`config.mk`:
```
export PLATFORM = sky130hd
export DESIGN_NAME = adsr_envelope
export DESIGN_NICKNAME = d
export VERILOG_FILES = /design/src/rtl/adsr_envelope_pkg.sv /design/src/rtl/adsr_envelope_env_tick_gen.sv /design/src/rtl/adsr_envelope.sv
export SDC_FILE = /design/constraint.sdc
export NUM_CORES = 1
export LEC_CHECK = 0
export BUFFER_PORTS_ARGS = -buffer_cell sky130_fd_sc_hd__buf_2
export CAP_MARGIN = 20
export CORE_MARGIN = 3
export CORE_UTILIZATION = 35
export CTS_CLUSTER_DIAMETER = 150
export DETAILED_ROUTE_END_ITERATION = 8
export PLACE_DENSITY = 0.63
export SLEW_MARGIN = 20
export SYNTH_ARGS = -nofsm -noshare
export SYNTH_HDL_FRONTEND = slang
export SYNTH_SLANG_ARGS = --single-unit
```
`constraint.sdc`:
```
create_clock -name clk -period 4.6 [get_ports clk]
set_clock_uncertainty 0.1 [all_clocks]
set_input_delay 0.23 -clock clk [delete_from_list [all_inputs] [get_ports clk]]
set_output_delay 0.23 -clock clk [all_outputs]
set_load 0.02 [all_outputs]
```
`src/rtl/adsr_envelope_pkg.sv`:
```
// Shared types and constants for the amplitude envelope stage.
package adsr_envelope_pkg;

   typedef enum logic [2:0] {
      ENV_IDLE,
      ENV_ATTACK,
      ENV_DECAY,
      ENV_SUSTAIN,
      ENV_RELEASE
   } env_state_t;

   localparam logic [7:0] MIDSCALE = 8'd128;

endpackage

```
`src/rtl/adsr_envelope_env_tick_gen.sv`:
```
// Envelope time base: one-clk tick every TICK_DIV clocks, held off while en is low.
module env_tick_gen #(
   parameter int TICK_DIV = 12000
) (
   input  logic clk,
   input  logic n_rst,
   input  logic en,
   output logic tick
);

   localparam int CNT_W = $clog2(TICK_DIV);
   localparam logic [CNT_W-1:0] TERM_CNT = CNT_W'(TICK_DIV - 1);

   logic [CNT_W-1:0] count_q;
   logic [CNT_W-1:0] count_d;

   // Counter wraps at terminal count; disabled counter restarts from zero.
   always_comb begin
      count_d = count_q;
      tick    = 1'b0;
      if (!en) begin
         count_d = '0;
      end else if (count_q == TERM_CNT) begin
         count_d = '0;
         tick    = 1'b1;
      end else begin
         count_d = count_q + CNT_W'(1);
      end
   end

   // Counter register.
   always_ff @(posedge clk or negedge n_rst) begin
      if (!n_rst) begin
         count_q <= '0;
      end else begin
         count_q <= count_d;
      end
   end

endmodule

```
`src/rtl/adsr_envelope.sv`:
```
// ADSR amplitude envelope: gate-driven level FSM plus midscale-centred sample scaler.
//
//  state       | meaning
//  ------------+--------------------------------------------------
//  ENV_IDLE    | silent, level forced to 0, waiting for gate
//  ENV_ATTACK  | level rises by ATTACK_STEP per tick up to 255
//  ENV_DECAY   | level falls by DECAY_STEP per tick to SUSTAIN_LVL
//  ENV_SUSTAIN | level held while the key is down
//  ENV_RELEASE | level falls by RELEASE_STEP per tick down to 0
module adsr_envelope
   import adsr_envelope_pkg::*;
#(
   parameter int TICK_DIV     = 12000,
   parameter int ATTACK_STEP  = 4,
   parameter int DECAY_STEP   = 1,
   parameter int SUSTAIN_LVL  = 160,
   parameter int RELEASE_STEP = 2
) (
   input  logic       clk,
   input  logic       n_rst,
   input  logic       en,
   input  logic       gate,
   input  logic       retrig,
   input  logic [7:0] sample_i,
   output logic [7:0] sample_o,
   output logic [7:0] env_o,
   output logic       active_o
);

   localparam logic [8:0] ATT9 = 9'(ATTACK_STEP);
   localparam logic [8:0] DEC9 = 9'(DECAY_STEP);
   localparam logic [8:0] SUS9 = 9'(SUSTAIN_LVL);
   localparam logic [8:0] REL9 = 9'(RELEASE_STEP);
   localparam logic [7:0] SUS8 = 8'(SUSTAIN_LVL);
   localparam logic [7:0] DEC8 = 8'(DECAY_STEP);
   localparam logic [7:0] REL8 = 8'(RELEASE_STEP);

   env_state_t  state_q, state_d;
   logic [7:0]  level_q, level_d;
   logic [7:0]  sample_o_q, sample_o_d;
   logic        tick;
   logic [8:0]  att_sum;
   logic signed [8:0]  diff;
   logic signed [16:0] diff_x;
   logic signed [16:0] lvl_x;
   logic signed [16:0] prod;
   logic signed [16:0] prod_shr;

   env_tick_gen #(
      .TICK_DIV (TICK_DIV)
   ) u_tick (
      .clk   (clk),
      .n_rst (n_rst),
      .en    (en),
      .tick  (tick)
   );

   // Next state and level; gate release beats retrig, everything frozen when disabled.
   always_comb begin
      state_d = state_q;
      level_d = level_q;
      att_sum = {1'b0, level_q} + ATT9;
      if (en) begin
         case (state_q)
            ENV_IDLE: begin
               level_d = '0;
               if (gate) state_d = ENV_ATTACK;
            end
            ENV_ATTACK: begin
               if (!gate) begin
                  state_d = ENV_RELEASE;
               end else if (tick) begin
                  if (att_sum >= 9'd255) begin
                     level_d = 8'hFF;
                     state_d = ENV_DECAY;
                  end else begin
                     level_d = att_sum[7:0];
                  end
               end
            end
            ENV_DECAY: begin
               if (!gate) begin
                  state_d = ENV_RELEASE;
               end else if (retrig) begin
                  state_d = ENV_ATTACK;
               end else if (tick) begin
                  if ({1'b0, level_q} <= SUS9 + DEC9) begin
                     level_d = SUS8;
                     state_d = ENV_SUSTAIN;
                  end else begin
                     level_d = level_q - DEC8;
                  end
               end
            end
            ENV_SUSTAIN: begin
               if (!gate) begin
                  state_d = ENV_RELEASE;
               end else if (retrig) begin
                  state_d = ENV_ATTACK;
               end
            end
            ENV_RELEASE: begin
               if (gate) begin
                  state_d = ENV_ATTACK;
               end else if (tick) begin
                  if ({1'b0, level_q} <= REL9) begin
                     level_d = '0;
                     state_d = ENV_IDLE;
                  end else begin
                     level_d = level_q - REL8;
                  end
               end
            end
            default: begin
               state_d = ENV_IDLE;
               level_d = '0;
            end
         endcase
      end
   end

   // Scale the sample about midscale; |p>>>8| stays within 0..254 after re-centring.
   always_comb begin
      diff       = $signed({1'b0, sample_i}) - $signed({1'b0, MIDSCALE});
      diff_x     = 17'(diff);
      lvl_x      = $signed({9'd0, level_q});
      prod       = diff_x * lvl_x;
      prod_shr   = prod >>> 8;
      sample_o_d = MIDSCALE + prod_shr[7:0];
   end

   // State, level and output sample registers.
   always_ff @(posedge clk or negedge n_rst) begin
      if (!n_rst) begin
         state_q    <= ENV_IDLE;
         level_q    <= '0;
         sample_o_q <= MIDSCALE;
      end else begin
         state_q    <= state_d;
         level_q    <= level_d;
         sample_o_q <= sample_o_d;
      end
   end

   assign sample_o = sample_o_q;
   assign env_o    = level_q;
   assign active_o = (state_q != ENV_IDLE);

endmodule

```
[Word level (Yosys, flattened, before mapping)]
Index checks and enable logic that the tools add are counted.
Storage, ports and cells
  logic and storage cells: 68
  bits of input ports: 13
  output and inout bits: 17
  register bits after elaboration: 33
Cells by class
  multiplexer cells: 29
  order comparisons: 3
  $mul: 1
  equal/unequal tests: 20
  add/sub/neg operators: 6
  reduce and logical (&&, ||, !) cells: 4
  bitwise logic cells: 1
Operators with widths (number)
  8-bit 2-to-1 mux: 10
  3-bit 2-to-1 mux: 13
  8-bit one-hot mux with 4 select lines: 1
  14-bit 2-to-1 mux: 2
  9-bit AND reduction: 2
  9-bit by 9-bit multiplier with 16-bit output: 1
  2-bit != test, second input constant: 8
  3-bit != test, second input constant: 5
  3-bit one-hot mux with 5 select lines: 1
  14-bit by 1-bit adder with 14-bit output, second input constant: 1
  14-bit equality test, second input constant: 1
  8-bit by 3-bit adder with 9-bit output, second input constant: 1
  9-bit by 8-bit >= comparator with 1-bit output, second input constant: 1
  8-bit by 8-bit subtractor with 9-bit output, second input constant: 1
  8-bit adder, first input constant: 1
  8-bit by 2-bit less-or-equal comparator with 1-bit output, second input constant: 1
  8-bit less-or-equal comparator, second input constant: 1
  4-bit != test, second input constant: 2
  8-bit by 1-bit subtractor with 8-bit output, second input constant: 1
  8-bit by 2-bit subtractor with 8-bit output, second input constant: 1
  3-bit by 2-bit equality test with 1-bit output, second input constant: 2
  3-bit by 1-bit equality test with 1-bit output, second input constant: 1
  3-bit equality test, second input constant: 1
  3-bit logical NOT: 1
  3 further kinds: 4

[Logic depth before layout (Yosys ltp)]
Gate-level depths: netlist of the first run.
  depth in word-level cells: 7
  gate-level depth with buffers: 18
  gate-level depth less buffers: 17

[Hierarchy]
From an unflattened synthesis of the first run, not the netlist that was laid out.
Second synthesis, totals
  cells, all modules: 513
  area, all modules: 4619.4 µm²
By module, submodules not included
  adsr_envelope: area each 3856.2 µm², cells an instance 444, instances 1, sequential area each 476.7 µm²
  env_tick_gen: area each 763.2 µm², cells an instance 69, instances 1, sequential area each 350.3 µm²

[Least setup slack after synthesis of the first run]
Ideal clock, no wire load.
  kind: register -> register
  from: reg level_q[2] (netlist: env_o[2])
  to: reg sample_o_q[7] (netlist: sample_o[7])
  data required time: 4.425 ns
  path slack: -0.097 ns
  cell stages (with the launch flop): 19
  data arrival time: 4.521 ns
  library setup time: 0.075 ns
  clock period less this slack: 4.697 ns
  cells stage by stage: dfrtp_1 > clkbuf_1 > inv_1 > nor2_1 > fa_1 > inv_1 > fa_1 > inv_1 > fa_1 > inv_1 > fa_1 > inv_1 > ha_1 > a21oi_1 > nor2_1 > a211oi_1 > o31ai_1 > a21oi_1 > xnor2_1
Between the ends
  word-level cells in the longest chain between the ends: 2
RTL lines
  start, declared: line adsr_envelope.sv:39  | logic [7:0] level_q, level_d;
  start signal, assigned: line adsr_envelope.sv:140  | level_q <= level_d;
  9-bit by 9-bit multiplier with 16-bit output: line adsr_envelope.sv:127  | prod = diff_x * lvl_x;
  8-bit adder: line adsr_envelope.sv:129  | sample_o_d = MIDSCALE + prod_shr[7:0];
  via sample_o_d[7]: line adsr_envelope.sv:40  | logic [7:0] sample_o_q, sample_o_d;
  end signal, assigned: line adsr_envelope.sv:141  | sample_o_q <= sample_o_d;
  end, declared: line adsr_envelope.sv:40
The timed path passes the listed nets, and every way through them passes these cells.
A chain may end at the register's enable or synchronous reset.

[Final worst setup path of the first run]
  from: reg level_q[3] (netlist: env_o[3])
  to: reg sample_o_q[7] (netlist: sample_o[7])
The elaborated chain is that of the path after synthesis.

==> results.sh, run 1 <==
export IMPL_status="completed"
export IMPL_slew_headroom=0.409
export IMPL_die_w_um=118
export IMPL_clkSlewWorstSetupHoldPaths_ns=0.06
export IMPL_yosys_warnings=0
export IMPL_placed_area_mm2=0.00477
export IMPL_dieArea_mm2=0.0139
export IMPL_dp_final_hpwl_mm=7.93
export IMPL_routed_via_density=4.96
export IMPL_seqCellArea_um2=830
export IMPL_h_tree_depth=2
export IMPL_cts_buffers=5
export IMPL_ys_seq_area_frac=0.189
export IMPL_setup_viol=0
export IMPL_postSynthCellCount=507
export IMPL_grt_max_degree=34
export IMPL_p_total_mw=1.23
export IMPL_postLayoutCellArea_mm2=0.00502
export IMPL_irDropWorstVdd_v=0.000124
export IMPL_diodes=0
export IMPL_cts_root_buf="clkbuf_16"
export IMPL_cp_max_fo=4
export IMPL_yosysUniqueCellTypes=52
export IMPL_hold_viol_final=0
export IMPL_clock_sinks=33
export IMPL_worstPathArrival_ns=4.51
export IMPL_ys_ff_latch=33
export IMPL_clockPowerShare=0.308
export IMPL_finalCritPeriodShare=0.958
export IMPL_routedWlPerCell_um=13.9
export IMPL_grt_overflow_total=0
export IMPL_synth_xor_area_share=0.0521
export IMPL_clk_latency_ns=0.28
export IMPL_synth_area_mm2=0.00437
export IMPL_maxSlewViolCount=0
export IMPL_tritoncts="yes"
export IMPL_crit_path_end_kind="register"
export IMPL_nFillCells=1226
export IMPL_path_cells="buf_4 -> and2_1 -> fa_1 -> inv_1 -> fa_1 -> inv_1 -> fa_1 -> inv_1 -> fa_1 -> inv_1 -> ha_1 -> nand2_1 -> nor2_1 -> a21oi_2 -> o31ai_2 -> a21oi_1 -> xnor2_1"
export IMPL_die_y_um=118
export IMPL_maxCapViolations=0
export IMPL_port_buffers=29
export IMPL_cts_path_max_buffers=2
export IMPL_fin_tns_setup_ns=0
export IMPL_ys_dominant_reg_cell="dfrtp_1"
export IMPL_detail_route_antenna_nets=0
export IMPL_layoutNonFillerInstCount=715
export IMPL_grt_pass1_wl_mm=17.2
export IMPL_synth_top_area_frac=0.234
export IMPL_drt_iter0_drc=165
export IMPL_muxShareOfSynthArea=0.0123
export IMPL_syn_to_final_growth_pct=15.0
export IMPL_finalWeightedCongestion=0.847
export IMPL_num_nets_final=648
export IMPL_cp_top_family="adder cells"
export IMPL_swShare=0.377
export IMPL_std_cell_rows=40
export IMPL_dr_pass1_iters=4
export IMPL_synth_top_family_by_area="adder cells"
export IMPL_synth_edf_count=0
export IMPL_p_per_area_mw_per_mm2=244
export IMPL_synth_avg_cell_area_um2=8.62
export IMPL_p_leak_nw=2.46
export IMPL_p_int_mw=0.765
export IMPL_yosys_area_top_type="fa_1"
export IMPL_vias=3549
export IMPL_required_ns=4.70
export IMPL_synth_compound_area_share=0.0965
export IMPL_async_flop_share=1.00
export IMPL_io_pins=30
export IMPL_power_switching_mw=0.462
export IMPL_start_kind="register"
export IMPL_yosys_cell_count_top_type="inv_1"
export IMPL_synth_fa_ha_area_frac=0.342
export IMPL_clock_fmax_mhz=227
export IMPL_synth_common_cells="inv_1 (88), fa_1 (51), nand2_1 (48)"
export IMPL_timing_worst_slew_pin_value_ns=0.885
export IMPL_worstHoldPathType="in2reg"
export IMPL_detail_route_drc_violations=0
export IMPL_ys_top_cells_by_area="fa_1 (23%), dfrtp_1 (18%), ha_1 (11%)"
export IMPL_synthesis_nets=609
export IMPL_grtUsageTotal=0.148
export IMPL_drive_gt1_frac=0.141
export IMPL_comb_power_share=0.396
export IMPL_crit_slowest_cell="fa_1"
export IMPL_cpPeakStageDelay_ns=0.53
export IMPL_rsz0062_at_grt="false"
export IMPL_period_needed_ns=4.41
export IMPL_worstSetupPathType="reg2reg"
export IMPL_finalCoreUtilization=0.415
export IMPL_fp_coreArea_mm2=0.0121
export IMPL_routed_wl_mm=9.90
export IMPL_multiInputGateArea_mm2=0.00319
export IMPL_antenna_found_initial=0
export IMPL_p_seq_frac=0.296
export IMPL_start_util=0.361
export IMPL_grt_pass1_vias=3676
export IMPL_crit_buf_inv=5
export IMPL_yosys_area_share_simple=0.215
export IMPL_dp_cells=702
==> flip-flops by register name (all words and copies together) (netlist names) <==
signal	count
env_o	8
sample_o	8
state_q	3
u_tick.count_q	14
==> cells in the final DEF, fill, tap and decap left out, drive strengths merged, types with 6 or more instances in the layout <==
cell    instances
buf            48
a21oi          18
ha             38
and2           38
dfrtp          32
clkbuf          6
nand2          48
fa             51
nor2           38
inv            88
xnor2          16
nand3          12
xor2           10
nand2b          9
nor2b           8
o21ai          18
==> area by class of cell <==
| type | count | area share |
|---|---|---|
| multi-input combinational | 369 | 0.635 |
| clock inverter | 2 | 0.00697 |
| timing repair buffer | 49 | 0.0593 |
| clock buffer | 6 | 0.0256 |
| sequential | 33 | 0.165 |
| inverter | 88 | 0.0657 |
| tap | 168 | 0.0418 |
==> layer usage <==
layer	up-vias	track usage	wire length (um)
met1	1750	0.202	4490
li1	1685	-	-
met5	-	0	0
met3	8	0.0197	515
met4	0	0.0366	91
met2	106	0.248	4810
==> power groups by stage <==
| stage | sequential, mW | clock [mW] | combinational, mW |
|---|---|---|---|
| 2_1_floorplan | 0.371 | 0 | 0.337 |
| 3_3_place_gp | 0.365 | 0 | 0.469 |
| 3_5_place_dp | 0.368 | 0 | 0.474 |
| 4_1_cts | 0.363 | 0.387 | 0.479 |
| 5_1_grt | 0.371 | 0.399 | 0.546 |
| 6_report | 0.363 | 0.378 | 0.486 |
==> path summary, 6_finish.rpt <==
kind | from | end | slack, ns | cells after the start
hold reg to reg | u_tick.count_q[0]$_DFF_PN0_ | u_tick.count_q[0]$_DFF_PN0_ | 0.39 | 1
setup / recovery | env_o[3]$_DFFE_PN0P_ | sample_o[7]$_DFF_PN1_ | 0.19 | 17
min in group asynchronous | n_rst | sample_o[1]$_DFF_PN0_ | 0.47 | 2
hold / removal | en | u_tick.count_q[4]$_DFF_PN0_ | 0.20 | 2
setup reg to reg | env_o[3]$_DFFE_PN0P_ | sample_o[7]$_DFF_PN1_ | 0.19 | 17
max in group asynchronous | n_rst | env_o[5]$_DFFE_PN0P_ | 3.37 | 2
==> worst register-to-register path, cell delays in order (launching register included) <==
cell and delay, ns:
dfrtp_1 0.42, buf_4 0.15, and2_1 0.14, fa_1 0.48, inv_1 0.05, fa_1 0.48
inv_1 0.05, fa_1 0.53, inv_1 0.06, fa_1 0.53, inv_1 0.04, ha_1 0.33
nand2_1 0.07, nor2_1 0.13, a21oi_2 0.12, o31ai_2 0.35, a21oi_1 0.13, xnor2_1 0.16
==> timing repair <==
action,CTS,global route
setup endpoints to repair,1,4
gates cloned,0,0
pin swaps,0,4
resized for setup,3,8
hold buffers,1,0
endpoints found under the hold margin,32,0
buffers inserted,0,4
==> stage by stage <==
step / hold WS [ns] / worst slack (ns)
after floorplan: -0.166 / -0.0105
after global placement: 0.259 / 0.0876
after detailed placement: 0.257 / -0.0540
after CTS: 0.190 / 0.0143
after global routing: 0.216 / 0.0165
final: 0.196 / 0.194
==> cells by family after synthesis <==
kind of cell               after synthesis
adders and majority gates               89
AOI/OAI and AO/OA                       67
buffers and inverters                  105
DFF                                     33
and+or+nand+nor                        182
xor gates and xnor gates                26
muxes                                    5
Power figures use the tool's default switching activity.
==> run 2: changes to the inputs <==
CORE_UTILIZATION = 52   (was 35)
PLACE_DENSITY = 0.83   (was 0.63)
==> run 2 against run 1 <==
Clock power fell by 24%. Clock-buffer cell count did not move. Combinational power fell by 1%. Register-to-register slack worse by 0.08 ns. Global-route usage is 6.4 points higher. First-iteration DRC count increased by 13%. Largest power group unchanged. Highest routed layer unchanged.
==> results.sh, run 2 (synthesis gave the netlist of run 1 again) <==
export IMPL_postLayoutCellArea_mm2=0.00486
export IMPL_largest_register="u_tick.count_q"
export IMPL_clkSlewWorstSetupHoldPaths_ns=0.07
export IMPL_routed_via_density=5.43
export IMPL_timing_worst_slew_pin_value_ns=0.736
export IMPL_irDropWorstVdd_v=0.000144
export IMPL_worst_hold_slack_ns=0.184
export IMPL_dp_cells=632
export IMPL_detail_route_drc_violations=0
export IMPL_diodes=0
export IMPL_grtUsageTotal=0.212
export IMPL_layoutNonFillerInstCount=645
export IMPL_hold_viol_final=0
export IMPL_setup_viol=0
export IMPL_final_common_cell="inv_1"
export IMPL_cts_root_buf="clkbuf_8"
export IMPL_crit_path_end_kind="register"
export IMPL_cp_max_fo=5
export IMPL_routedWlPerCell_um=14.8
export IMPL_crit_slowest_cell="fa_1"
export IMPL_start_util=0.551
export IMPL_cpPeakStageDelay_ns=0.57
export IMPL_start_kind="register"
export IMPL_die_y_um=97.7
export IMPL_maxSlewViolCount=0
export IMPL_placed_area_mm2=0.00466
export IMPL_final_cell_mix="inv_1 (86), fa_1 (50), nand2_1 (48), and2_1 (38), ha_1 (38)"
export IMPL_drive_gt1_frac=0.134
export IMPL_required_ns=4.72
export IMPL_syn_to_final_growth_pct=11.2
export IMPL_std_cell_rows=32
export IMPL_status="completed"
export IMPL_finalCritPeriodShare=0.975
export IMPL_clk_latency_ns=0.29
export IMPL_p_leak_nw=2.42
export IMPL_num_nets_final=644
export IMPL_fp_coreArea_mm2=0.00793
export IMPL_io_pins=30
export IMPL_vias=3503
export IMPL_tritoncts="yes"
export IMPL_cts_path_max_buffers=2
export IMPL_grt_overflow_total=0
export IMPL_grt_max_degree=34
export IMPL_finalWeightedCongestion=0.943
export IMPL_largest_register_ffs=14
export IMPL_slew_headroom=0.510
export IMPL_grt_pass1_wl_mm=16.6
export IMPL_drt_iter0_drc=186
export IMPL_worstPathArrival_ns=4.60
export IMPL_dieArea_mm2=0.00954
export IMPL_maxCapViolations=0
export IMPL_p_total_mw=1.13
export IMPL_h_tree_depth=2
export IMPL_dp_final_hpwl_mm=7.65
export IMPL_antenna_found_initial=0
export IMPL_dr_pass1_iters=4
export IMPL_die_w_um=97.7
export IMPL_p_per_area_mw_per_mm2=232
export IMPL_port_buffers=29
export IMPL_path_cells="inv_1 -> nor2_4 -> fa_2 -> buf_4 -> fa_1 -> inv_1 -> fa_1 -> fa_1 -> inv_1 -> ha_1 -> nand2_1 -> nor2_1 -> a211oi_2 -> o31ai_2 -> a21oi_2 -> xnor2_1"
export IMPL_clock_sinks=33
export IMPL_routed_wl_mm=9.53
export IMPL_grt_pass1_vias=3674
export IMPL_cts_buffers=5
export IMPL_clock_fmax_mhz=223
export IMPL_fin_tns_setup_ns=0
export IMPL_worstHoldPathType="in2reg"
export IMPL_period_needed_ns=4.48
export IMPL_worstSetupPathType="reg2reg"
export IMPL_detail_route_antenna_nets=0
-- run 2: cell type report --
class / count / area (um^2)
multi-input cells: 369 / 3180
fillers: 648 / 3070
flip-flops and latches: 33 / 830
inverters: 88 / 330
repair buffers: 45 / 268
well taps: 102 / 128
clock buffers: 6 / 82.6
clock inverters: 2 / 37.5
-- run 2: report_power, final --
group | leakage [nW] | internal, mW | total [mW] | switching, mW
combinational | 1.91 | 0.188 | 0.479 | 0.290
sequential | 0.447 | 0.322 | 0.360 | 0.0380
clock | 0.0574 | 0.176 | 0.287 | 0.111
-- run 2: repair_timing --
| action | CTS | global route |
|---|---|---|
| hold buffers | 1 | 0 |
| hold endpoints to repair | 32 | 0 |
| resized for setup | 2 | 10 |
| endpoints found under the setup margin | 2 | 5 |
| gates cloned | 0 | 0 |
| pin swaps | 0 | 3 |
| buffers inserted | 0 | 4 |
-- run 2: path summary, 6_finish.rpt --
check | depth (start not counted) | end | slack, ns | from
setup / recovery | 16 | sample_o[7]$_DFF_PN1_ | 0.12 | env_o[1]$_DFFE_PN0P_
max in group asynchronous | 2 | env_o[5]$_DFFE_PN0P_ | 3.44 | n_rst
min in group asynchronous | 2 | env_o[0]$_DFFE_PN0P_ | 0.44 | n_rst
hold / removal | 2 | u_tick.count_q[4]$_DFF_PN0_ | 0.18 | en
setup reg to reg | 16 | sample_o[7]$_DFF_PN1_ | 0.12 | env_o[1]$_DFFE_PN0P_
hold reg to reg | 1 | u_tick.count_q[0]$_DFF_PN0_ | 0.39 | u_tick.count_q[0]$_DFF_PN0_
-- run 2: metrics by stage --
stage / utilization / setup WS, ns
6_report: 0.613 / 0.116
4_1_cts: 0.605 / 0.0132
5_1_grt: 0.613 / -0.111
3_5_place_dp: 0.587 / -0.0652
2_1_floorplan: - / -0.0105
3_3_place_gp: 0.587 / 0.0251
-- run 2: metal layers --
metal / global-route usage / share of wire / vias to the layer above
met3: 0.0316 / 0.047 / 20
met5: 0 / 0 / -
met4: 0.0767 / 0.019 / 0
li1: - / - / 1686
met2: 0.370 / 0.51 / 95
met1: 0.267 / 0.42 / 1702
-- run 2: critical path: cells and delay by family (launching register included) --
family                     cells  cell delay [ns]
and+or+nand+nor                3             0.35
xor gates and xnor gates       1             0.13
AOI/OAI and AO/OA              3             0.53
DFF                            1             0.41
adders and majority gates      5             2.47
buffers and inverters          4             0.41
==> run 3: changes to the inputs <==
PLACE_DENSITY = 0.8   (was 0.83)
clock period = 4.78 ns   (was 4.6 ns; I/O delays follow)
==> run 3 against run 2 <==
Die area unchanged. Combinational power down 6.5%. Routed wire length down 1.8%. Cell area down 1.6%. Global-route usage down 0.16 points. Sequential share of layout area up 0.25 points. Clock power down 5%. First-iteration DRC count up 5.4%. Power down 5.0%. Setup slack better by 0.13 ns. Non-clock buffer count down 5. Highest routed layer unchanged. Sequential power down 3%.
==> results.sh, run 3 (synthesis gave the netlist of run 1 again) <==
export IMPL_status="completed"
export IMPL_vias=3468
export IMPL_hold_viol_final=0
export IMPL_period_needed_ns=4.53
export IMPL_grt_pass1_wl_mm=16.7
export IMPL_dp_final_hpwl_mm=7.58
export IMPL_antenna_found_initial=0
export IMPL_worstHoldPathType="in2reg"
export IMPL_hold_depth=2
export IMPL_cp_max_fo=4
export IMPL_grtUsageTotal=0.211
export IMPL_clock_fmax_mhz=221
export IMPL_start_util=0.551
export IMPL_num_nets_final=639
export IMPL_grt_busiest_layer="met2"
export IMPL_min_to="u_tick.count_q[4]$_DFF_PN0_"
export IMPL_use_met1=0.292
export IMPL_reg2regPathDepth=17
export IMPL_slew_headroom=0.494
export IMPL_drive_gt1_frac=0.112
export IMPL_pre_cts_slack_ns=-0.0703
export IMPL_worstReg2RegEnd="sample_o[7]$_DFF_PN1_"
export IMPL_crit_path_end_kind="register"
export IMPL_finalWeightedCongestion=0.940
export IMPL_routed_via_density=5.42
export IMPL_grt_use_met3=0.0337
export IMPL_timing_worst_slew_pin_value_ns=0.759
export IMPL_routed_wl_mm=9.36
export IMPL_dieArea_mm2=0.00954
export IMPL_worstSetupPathType="reg2reg"
export IMPL_h_tree_depth=2
export IMPL_routedWlPerCell_um=14.6
export IMPL_worst_hold_slack_ns=0.176
export IMPL_regToRegStartpoint="env_o[3]$_DFFE_PN0P_"
export IMPL_required_ns=4.89
export IMPL_grt_max_degree=34
export IMPL_detail_route_drc_violations=0
export IMPL_cts_buffers=5
export IMPL_ff2ff_setup_slack_ns=0.25
export IMPL_postLayoutCellArea_mm2=0.00478
export IMPL_cts_root_buf="clkbuf_8"
export IMPL_final_cell_mix="inv_1 (88), fa_1 (50), nand2_1 (48)"
export IMPL_setup_viol=0
export IMPL_final_common_cell="inv_1"
export IMPL_fin_tns_setup_ns=0
export IMPL_io_pins=30
export IMPL_post_cts_buffers=0
export IMPL_worstPathArrival_ns=4.65
export IMPL_p_leak_nw=2.39
export IMPL_grt_use_met2=0.355
export IMPL_largest_register_ffs=14
export IMPL_diodes=0
export IMPL_grt_pass1_vias=3597
export IMPL_port_buffers=29
export IMPL_largest_register="u_tick.count_q"
export IMPL_clk_latency_ns=0.29
export IMPL_setup_slack_ns=0.249
export IMPL_die_w_um=97.7
export IMPL_drt_iter0_drc=196
export IMPL_tritoncts="yes"
export IMPL_cts_path_max_buffers=2
export IMPL_placed_area_mm2=0.00464
export IMPL_detail_route_antenna_nets=0
export IMPL_rsz0062_at_grt="true"
export IMPL_irDropWorstVdd_v=0.000172
export IMPL_clock_sinks=33
export IMPL_start_kind="register"
export IMPL_die_y_um=97.7
export IMPL_finalCritPeriodShare=0.948
export IMPL_holdCritStartpoint="en"
export IMPL_grt_overflow_total=0
export IMPL_p_per_area_mw_per_mm2=224
export IMPL_maxSlewViolCount=0
export IMPL_fp_coreArea_mm2=0.00793
export IMPL_p_total_mw=1.07
export IMPL_dr_pass1_iters=5
export IMPL_maxCapViolations=0
export IMPL_syn_to_final_growth_pct=9.45
export IMPL_clkSlewWorstSetupHoldPaths_ns=0.08
export IMPL_std_cell_rows=32
==> run 3: changes by cell type in the layout (fill, tap and decap cells not counted), sizes merged <==
cell and delta:
buf -5, clkinv +1, clkbuf -1
==> run 3: timing repair <==
action / CTS / global route
hold buffers: 1 / 0
setup endpoints to repair: 2 / 3
hold endpoints to repair: 32 / 0
gates resized for setup: 1 / 3
==> run 3: per-layer routing <==
metal  share of wire  wire length, um
met3           0.064              596
met1            0.43             4030
met2            0.50             4700
met5               0                0
met4          0.0035               33
==> run 3: final cells by class <==
| class | count | area (um^2) |
|---|---|---|
| Fill cell | 725 | 3140 |
| Timing Repair Buffer | 40 | 230 |
| Clock inverter | 3 | 46.3 |
| Multi-Input combinational cell | 369 | 3150 |
| Inverter | 88 | 330 |
| Sequential cell | 33 | 828 |
| Clock buffer | 5 | 68.8 |
| Tap cell | 102 | 128 |
==> run 3: how the worst max path moves through the flow <==
stage               slack [ns]               endpoint  depth (start not counted)                 start
global route             -0.06  sample_o[7]$_DFF_PN1_                         17  env_o[0]$_DFFE_PN0P_
floorplan                 0.08  sample_o[7]$_DFF_PN1_                         18  env_o[2]$_DFFE_PN0P_
CTS                       0.11  sample_o[7]$_DFF_PN1_                         17  env_o[2]$_DFFE_PN0P_
detailed placement       -0.07  sample_o[7]$_DFF_PN1_                         16  env_o[1]$_DFFE_PN0P_
finish                    0.25  sample_o[7]$_DFF_PN1_                         17  env_o[3]$_DFFE_PN0P_
global placement          0.02  sample_o[7]$_DFF_PN1_                         16  env_o[1]$_DFFE_PN0P_
==> run 3: critical path, cell delays in order (launching register included) <==
cell and delay, ns:
dfrtp_1 0.43, nand2b_1 0.15, inv_1 0.10, fa_1 0.65
inv_1 0.13, fa_1 0.55, inv_1 0.06, fa_1 0.53
inv_1 0.06, fa_1 0.53, inv_1 0.04, ha_1 0.32
nand2_1 0.09, nor2_1 0.04, a211oi_1 0.22, o31ai_1 0.14
a21oi_1 0.19, xnor2_1 0.13
==> run 3: report_power, final <==
group | switching, mW | total, mW | internal (mW)
clock | 0.118 | 0.274 | 0.156
combinational | 0.273 | 0.448 | 0.175
sequential | 0.0379 | 0.348 | 0.310
total | 0.429 | 1.07 | 0.641
==> run 3: through the flow <==
stage                      util  instances
after detailed placement  0.586        631
after global placement    0.586        631
after floorplan               -        507
final                     0.603        640
after global routing      0.603        640
after CTS                 0.602        640
